===== src/rtl/iccm_load_sequencer_if.sv =====
// ICCM port bundle: the sequencer drives the macro side and receives fetch requests
// from the TL-UL SRAM adapter.
interface iccm_load_sequencer_if #(
  parameter int AW = 12
);
  logic          fetch_req_i;
  logic [AW-1:0] fetch_addr_i;
  logic          fetch_gnt_o;
  logic          mem_req_o;
  logic          mem_we_o;
  logic [AW-1:0] mem_addr_o;
  logic [31:0]   mem_wdata_o;

  modport master (
    input  fetch_req_i, fetch_addr_i,
    output fetch_gnt_o, mem_req_o, mem_we_o, mem_addr_o, mem_wdata_o
  );

  modport slave (
    output fetch_req_i, fetch_addr_i,
    input  fetch_gnt_o, mem_req_o, mem_we_o, mem_addr_o, mem_wdata_o
  );
endinterface


===== src/rtl/iccm_load_sequencer.sv =====
// Boot loader for the ICCM: packs UART bytes / SPI words into sequential writes,
// then hands the port to the fetch path and releases the core.
module iccm_load_sequencer #(
  parameter int          AW       = 12,
  parameter logic [31:0] END_WORD = 32'h0000_0FFF
) (
  input  logic                 clk_i,
  input  logic                 rst_ni,
  input  logic                 sel_i,
  input  logic                 rx_dv_i,
  input  logic [7:0]           rx_byte_i,
  input  logic                 spi_valid_i,
  input  logic [31:0]          spi_word_i,
  iccm_load_sequencer_if.master bus,
  output logic                 core_rst_no,
  output logic                 load_done_o,
  output logic                 load_err_o,
  output logic [AW:0]          word_cnt_o
);

  typedef enum logic [1:0] {S_LOAD, S_WRITE, S_RUN, S_ERR} state_e;

  state_e         state_q, state_d;
  logic [1:0]     idx_q, idx_d;
  logic [2:0][7:0] part_q, part_d;
  logic           sel_q;
  logic [AW:0]    cnt_q, cnt_d;
  logic [31:0]    slot_q, slot_d;

  logic           accept, sel_chg, cplt;
  logic [1:0]     idx_eff;
  logic [31:0]    cword;

  assign accept  = (state_q == S_LOAD) || (state_q == S_WRITE);
  assign sel_chg = sel_i ^ sel_q;
  assign idx_eff = sel_chg ? 2'd0 : idx_q;

  always_ff @(posedge clk_i or negedge rst_ni) begin
    if (!rst_ni) begin
      state_q <= S_LOAD;
      idx_q   <= '0;
      part_q  <= '0;
      sel_q   <= 1'b0;
      cnt_q   <= '0;
      slot_q  <= '0;
    end else begin
      state_q <= state_d;
      idx_q   <= idx_d;
      part_q  <= part_d;
      sel_q   <= sel_i;
      cnt_q   <= cnt_d;
      slot_q  <= slot_d;
    end
  end

  always_comb begin
    state_d = state_q;
    idx_d   = idx_eff;
    part_d  = part_q;
    cnt_d   = cnt_q;
    slot_d  = slot_q;
    cplt    = 1'b0;
    cword   = spi_word_i;

    // Word assembly; a source switch restarts the byte index.
    if (accept) begin
      if (sel_i && rx_dv_i) begin
        if (idx_eff == 2'd3) begin
          cplt  = 1'b1;
          cword = {rx_byte_i, part_q};
        end else begin
          part_d[idx_eff] = rx_byte_i;
        end
        idx_d = idx_eff + 2'd1;
      end else if (!sel_i && spi_valid_i) begin
        cplt  = 1'b1;
        cword = spi_word_i;
      end
    end

    if (state_q == S_WRITE) cnt_d = cnt_q + (AW+1)'(1);

    // slot_q holds the word being written; a word arriving during WRITE becomes
    // the next write, so back-to-back words sustain one write per cycle.
    case (state_q)
      S_LOAD, S_WRITE: begin
        if (cplt) begin
          if (cword == END_WORD)  state_d = S_RUN;
          else if (cnt_d[AW])     state_d = S_ERR;
          else begin
            state_d = S_WRITE;
            slot_d  = cword;
          end
        end else if (state_q == S_WRITE) begin
          state_d = S_LOAD;
        end
      end
      default: ;
    endcase
  end

  logic run, wr;
  assign run = (state_q == S_RUN);
  assign wr  = (state_q == S_WRITE);

  assign bus.mem_req_o   = run ? bus.fetch_req_i  : wr;
  assign bus.mem_we_o    = wr;
  assign bus.mem_addr_o  = run ? bus.fetch_addr_i : (wr ? cnt_q[AW-1:0] : '0);
  assign bus.mem_wdata_o = wr ? slot_q : '0;
  assign bus.fetch_gnt_o = run & bus.fetch_req_i;

  assign core_rst_no = run;
  assign load_done_o = run;
  assign load_err_o  = (state_q == S_ERR);
  assign word_cnt_o  = cnt_q;

endmodule


===== src/flat_wrapper.sv =====
// flat-port wrapper written by rule: the top's interface ports become plain ports
module iccm_load_sequencer_flat 
#(
  parameter int          AW       = 12,
  parameter logic [31:0] END_WORD = 32'h0000_0FFF
)
  (clk_i, rst_ni, sel_i, rx_dv_i, rx_byte_i, spi_valid_i, spi_word_i, core_rst_no, load_done_o, load_err_o, word_cnt_o, bus_fetch_req_i, bus_fetch_addr_i, bus_fetch_gnt_o, bus_mem_req_o, bus_mem_we_o, bus_mem_addr_o, bus_mem_wdata_o);
  iccm_load_sequencer_if #(.AW(AW)) bus_i ();
  input  logic clk_i;
  input  logic rst_ni;
  input  logic sel_i;
  input  logic rx_dv_i;
  input  logic [7:0] rx_byte_i;
  input  logic spi_valid_i;
  input  logic [31:0] spi_word_i;
  output logic core_rst_no;
  output logic load_done_o;
  output logic load_err_o;
  output logic [AW:0] word_cnt_o;
  input wire logic [$bits(bus_i.fetch_req_i)-1:0] bus_fetch_req_i;
  input wire logic [$bits(bus_i.fetch_addr_i)-1:0] bus_fetch_addr_i;
  output wire logic [$bits(bus_i.fetch_gnt_o)-1:0] bus_fetch_gnt_o;
  output wire logic [$bits(bus_i.mem_req_o)-1:0] bus_mem_req_o;
  output wire logic [$bits(bus_i.mem_we_o)-1:0] bus_mem_we_o;
  output wire logic [$bits(bus_i.mem_addr_o)-1:0] bus_mem_addr_o;
  output wire logic [$bits(bus_i.mem_wdata_o)-1:0] bus_mem_wdata_o;
  assign bus_i.fetch_req_i = bus_fetch_req_i;
  assign bus_i.fetch_addr_i = bus_fetch_addr_i;
  assign bus_fetch_gnt_o = bus_i.fetch_gnt_o;
  assign bus_mem_req_o = bus_i.mem_req_o;
  assign bus_mem_we_o = bus_i.mem_we_o;
  assign bus_mem_addr_o = bus_i.mem_addr_o;
  assign bus_mem_wdata_o = bus_i.mem_wdata_o;
  iccm_load_sequencer #(.AW(AW), .END_WORD(END_WORD)) u_core (.clk_i(clk_i), .rst_ni(rst_ni), .sel_i(sel_i), .rx_dv_i(rx_dv_i), .rx_byte_i(rx_byte_i), .spi_valid_i(spi_valid_i), .spi_word_i(spi_word_i), .bus(bus_i), .core_rst_no(core_rst_no), .load_done_o(load_done_o), .load_err_o(load_err_o), .word_cnt_o(word_cnt_o));
endmodule

===== config.mk =====
export PLATFORM = sky130hd
export DESIGN_NAME = iccm_load_sequencer_flat
export DESIGN_NICKNAME = d
export VERILOG_FILES = /design/src/rtl/iccm_load_sequencer_if.sv /design/src/rtl/iccm_load_sequencer.sv /design/src/flat_wrapper.sv
export SDC_FILE = /design/constraint.sdc
export NUM_CORES = 1
export LEC_CHECK = 0
export ABC_AREA = 1
export ABC_CLOCK_PERIOD_IN_PS = 2600
export CAP_MARGIN = 10
export CELL_PAD_IN_SITES_DETAIL_PLACEMENT = 0
export CELL_PAD_IN_SITES_GLOBAL_PLACEMENT = 1
export CORE_ASPECT_RATIO = 1.1
export CORE_UTILIZATION = 34
export DETAILED_ROUTE_END_ITERATION = 10
export PLACE_DENSITY_LB_ADDON = 0.12
export SYNTH_ARGS = -nofsm -noshare
export SYNTH_HDL_FRONTEND = slang
export SYNTH_SLANG_ARGS = --single-unit
export TNS_END_PERCENT = 1

===== constraint.sdc =====
create_clock -name clk_i -period 2.6 [get_ports clk_i]
set_input_delay 0.65 -clock clk_i [delete_from_list [all_inputs] [get_ports clk_i]]
set_output_delay 0.65 -clock clk_i [all_outputs]
set_load 0.005 [all_outputs]

==> metrics.txt <==
status=finished, violations left; type of destination of the critical path=flip-flop; pin count of the biggest net entering global routing=40; layout cells sized above 1=0.235; Hold WC Path Type=in2async; # DRC=0; area growth from synthesis to layout=63.8%; Die Y=roughly 120 um; ant diodes=0; vias in the first global route=slightly above 4000; DR iter-0 viols=roughly 210; placed cell count=approximately 900; most frequent cell after synthesis=nand2_1; unrepaired setup endpoints after global routing=yes; Final min period=2.67 ns; DIE WIDTH=roughly 110 um; fmax=~0.37 GHz; WL final=roughly 13000 um; Worst VDD drop=about 0.3 mV; vias per cell=about 4.5; hold_ws=between 0.4 and 0.5 ns; first-pass GRT wire length=a little over 20000 um; Int Pwr=between 1.5 and 2 mW; Post-Syn Area=around 4200 um2; final worst-path cycle share=1.03; Critical Path AT=~2.9 ns; final setup margin=-0.0685 ns; Final Hold Viols=0; Power Dens Cells=367 nW/um2; IO Count=121; sw power=roughly 0.56 mW; Final GP Congestion=0.817; Worst setup SP type=input port; Commonest cells post-synth=nand2_1, inv_1, dfrtp_1, nor2_1; Nets=845; H-tree depth=3; number of synthesized register bits=74; P_leak=3.34 nW; Synth area leaders=dfrtp_1, nand2_1, inv_1; critical-path maximum fanout=6; CP required=roughly 2.8 ns; met3 usage=0.0254; final setup fails=32; clk_lat worst skew=0.33 ns; Global Route Usage Sum=0.203; Max Cap Violations=0; Slowest cell on crit path=clkbuf_16; hpwl dp=9030 um; Routed Antenna Nets=0; cells after synthesis=a little under 600; Synth Flop Type=dfrtp_1; CP most frequent cell=nand2_2; CP top delay family=simple AND/OR/NAND/NOR gates; gr busiest metal=met2; Rows=42; initial antenna violation count=0; reg2reg start=u_core.sel_q$_DFF_PN0_; DR vias=between 4000 and 5000; Worst Setup Path Type=in2reg; synthesized area per cell=about 7.1 um2; CTS Buffer Depth=2; worst slew pin tran=approximately 0.8 ns; share of power burned in registers=0.460; worst clock skew=approximately 0.008 ns; Detailed Routing Iterations Pass 1=4; CP max stage delay=around 0.23 ns; total die area=approximately 13000 um2; number of synthesized flops with an enable pin=0; syn nets=656; violated checks=negative setup slack; worst rel slew slack=0.479; Distinct cells, synth=26; Final Max Slew Viols=0; Critical path buffers and inverters=7; YS warnings=0; # fillers=1165; Synth area leader=dfrtp_1; CP startpoint=sel_i; total power=roughly 2.5 mW; fraction of the yosys area taken by sequential cells=0.440; M1 GR Usage=0.265; worst path cell trace=buf_6 -> xor2_1 -> inv_1 -> nand2_2 -> inv_2 -> ha_4 -> nand4_4 -> buf_6 -> buf_6 -> nand2_4 -> nand2_4 -> nand2_2 -> nor2_1 -> nand2_1 -> nor2_2 -> nand2_2 -> buf_12 -> nand3_4 -> clkbuf_16 -> nand2_4 -> nand2_2; routing usage on met2=0.345; Port Buffers=between 100 and 150; CTS clk-pin slew, worst paths=around 0.050 ns; GRT overflow=0; Layout Cells excl Fill=941; Initial Util=0.350; Root Buffer=clkbuf_16; Num Clock Sinks=74; clock buffer count from CTS=9; share of the synthesized area in the top cell type=0.440; pre-CTS WS=-0.593 ns; FFs w/ async S/R, synth=1.00; clock share of power=0.444; part of the power in combinational logic=0.097; sw frac=0.222; core footprint=between 10000 and 15000 um2; CTS tree=done; Routed wire per std cell=~14 um
## per-layer routing
metal / vias up / share of wire / wire [um]
li1: 2200 / - / -
met1: 1961 / 0.45 / 5850
met2: 86 / 0.50 / 6450
met3: 13 / 0.035 / 455
met4: 0 / 0.011 / 142
met5: - / 0 / 0
## area by class of cell
class	count	area [um2]	area share
multi-input combinational	387	2080	0.302
tap	154	193	0.0280
inverter	101	379	0.0550
clock buffer	13	250	0.0363
sequential	74	1850	0.269
timing repair buffer	209	2120	0.307
clock inverter	3	15.0	0.00218
## final timing paths
check	depth (start not counted)	slack, ns	endpoint
worst max register to register	20	-0.02	u_core.slot_q[6]$_DFFE_PN0P_
worst min register to register	2	0.47	u_core.slot_q[21]$_DFFE_PN0P_
worst max-delay path	21	-0.07	u_core.slot_q[6]$_DFFE_PN0P_
max in group asynchronous	2	1.50	u_core.part_q[22]$_DFFE_PN0P_
worst min-delay path	1	0.40	u_core.word_cnt_o[6]$_DFFE_PN0P_
min in group clk_i	2	0.47	u_core.slot_q[21]$_DFFE_PN0P_
## placed cells by master (no fill, tap or decap), drive strengths merged
cell type	netlist	layout
a22o	3	3
buf	17	89
clkbuf	14	15
clkdlybuf4s50	0	117
clkinv	0	3
dfrtp	74	74
dlymetal6s2s	0	1
ha	5	5
inv	101	101
nand2	205	205
nand3	30	30
nand3b	7	7
nand4	35	35
nor2	50	50
nor3	2	2
nor4	1	1
o21ai	35	35
xnor2	2	2
xor2	12	12
## power groups by stage
stage | registers, mW | logic [mW] | clock network, mW
after floorplan | 1.18 | 0.0530 | 0
after global placement | 1.18 | 0.224 | 0
after detailed placement | 1.18 | 0.225 | 0
after CTS | 1.16 | 0.230 | 1.14
after global routing | 1.16 | 0.270 | 1.19
final | 1.16 | 0.244 | 1.12
## flip-flops by register name (all words and copies together), names as in the netlist
| signal | count |
|---|---|
| u_core.part_q | 24 |
| u_core.state_q | 2 |
| u_core.word_cnt_o | 13 |
| u_core.sel_q | 1 |
| u_core.idx_q | 2 |
| u_core.slot_q | 32 |
## metrics by stage
| step | cell area, um2 | utilization | setup TNS, ns |
|---|---|---|---|
| global route | 6890 | 0.572 | -5.29 |
| CTS | 6620 | 0.550 | 0 |
| detailed placement | 6040 | 0.502 | -21.98 |
| global placement | 6040 | 0.502 | -20.75 |
| floorplan | 4230 | - | 0 |
| finish | 6890 | 0.572 | -1.39 |
## worst reg2reg max path, stage by stage (launching register included)
cell and delay [ns]:
dfrtp_1 0.37, xor2_1 0.14, inv_1 0.10, nand2_2 0.07, inv_2 0.08, ha_4 0.17
nand4_4 0.20, buf_6 0.22, buf_6 0.12, nand2_4 0.06, nand2_4 0.05, nand2_2 0.06
nor2_1 0.04, nand2_1 0.06, nor2_2 0.04, nand2_2 0.15, buf_12 0.12, nand3_4 0.14
clkbuf_16 0.23, nand2_4 0.06, nand2_2 0.04
## repair_timing
item,4_1_cts,5_1_grt
hold buffers,0,0
endpoints found under the setup margin,52,46
gates resized for setup,31,75
pin swaps,8,22
gates cloned,5,5
buffers inserted,9,5
## logic make-up (layout without fill, tap and decap cells)
kind of cell / after synthesis / in the layout / share of synthesized area
AOI/OAI and AO/OA: 38 / 38 / 0.0479
DFF: 74 / 74 / 0.440
adders and majority gates: 5 / 5 / 0.0149
buffers and inverters: 132 / 326 / 0.129
and+or+nand+nor: 330 / 330 / 0.337
xor gates and xnor gates: 14 / 14 / 0.0309
Power figures use the tool's default switching activity.
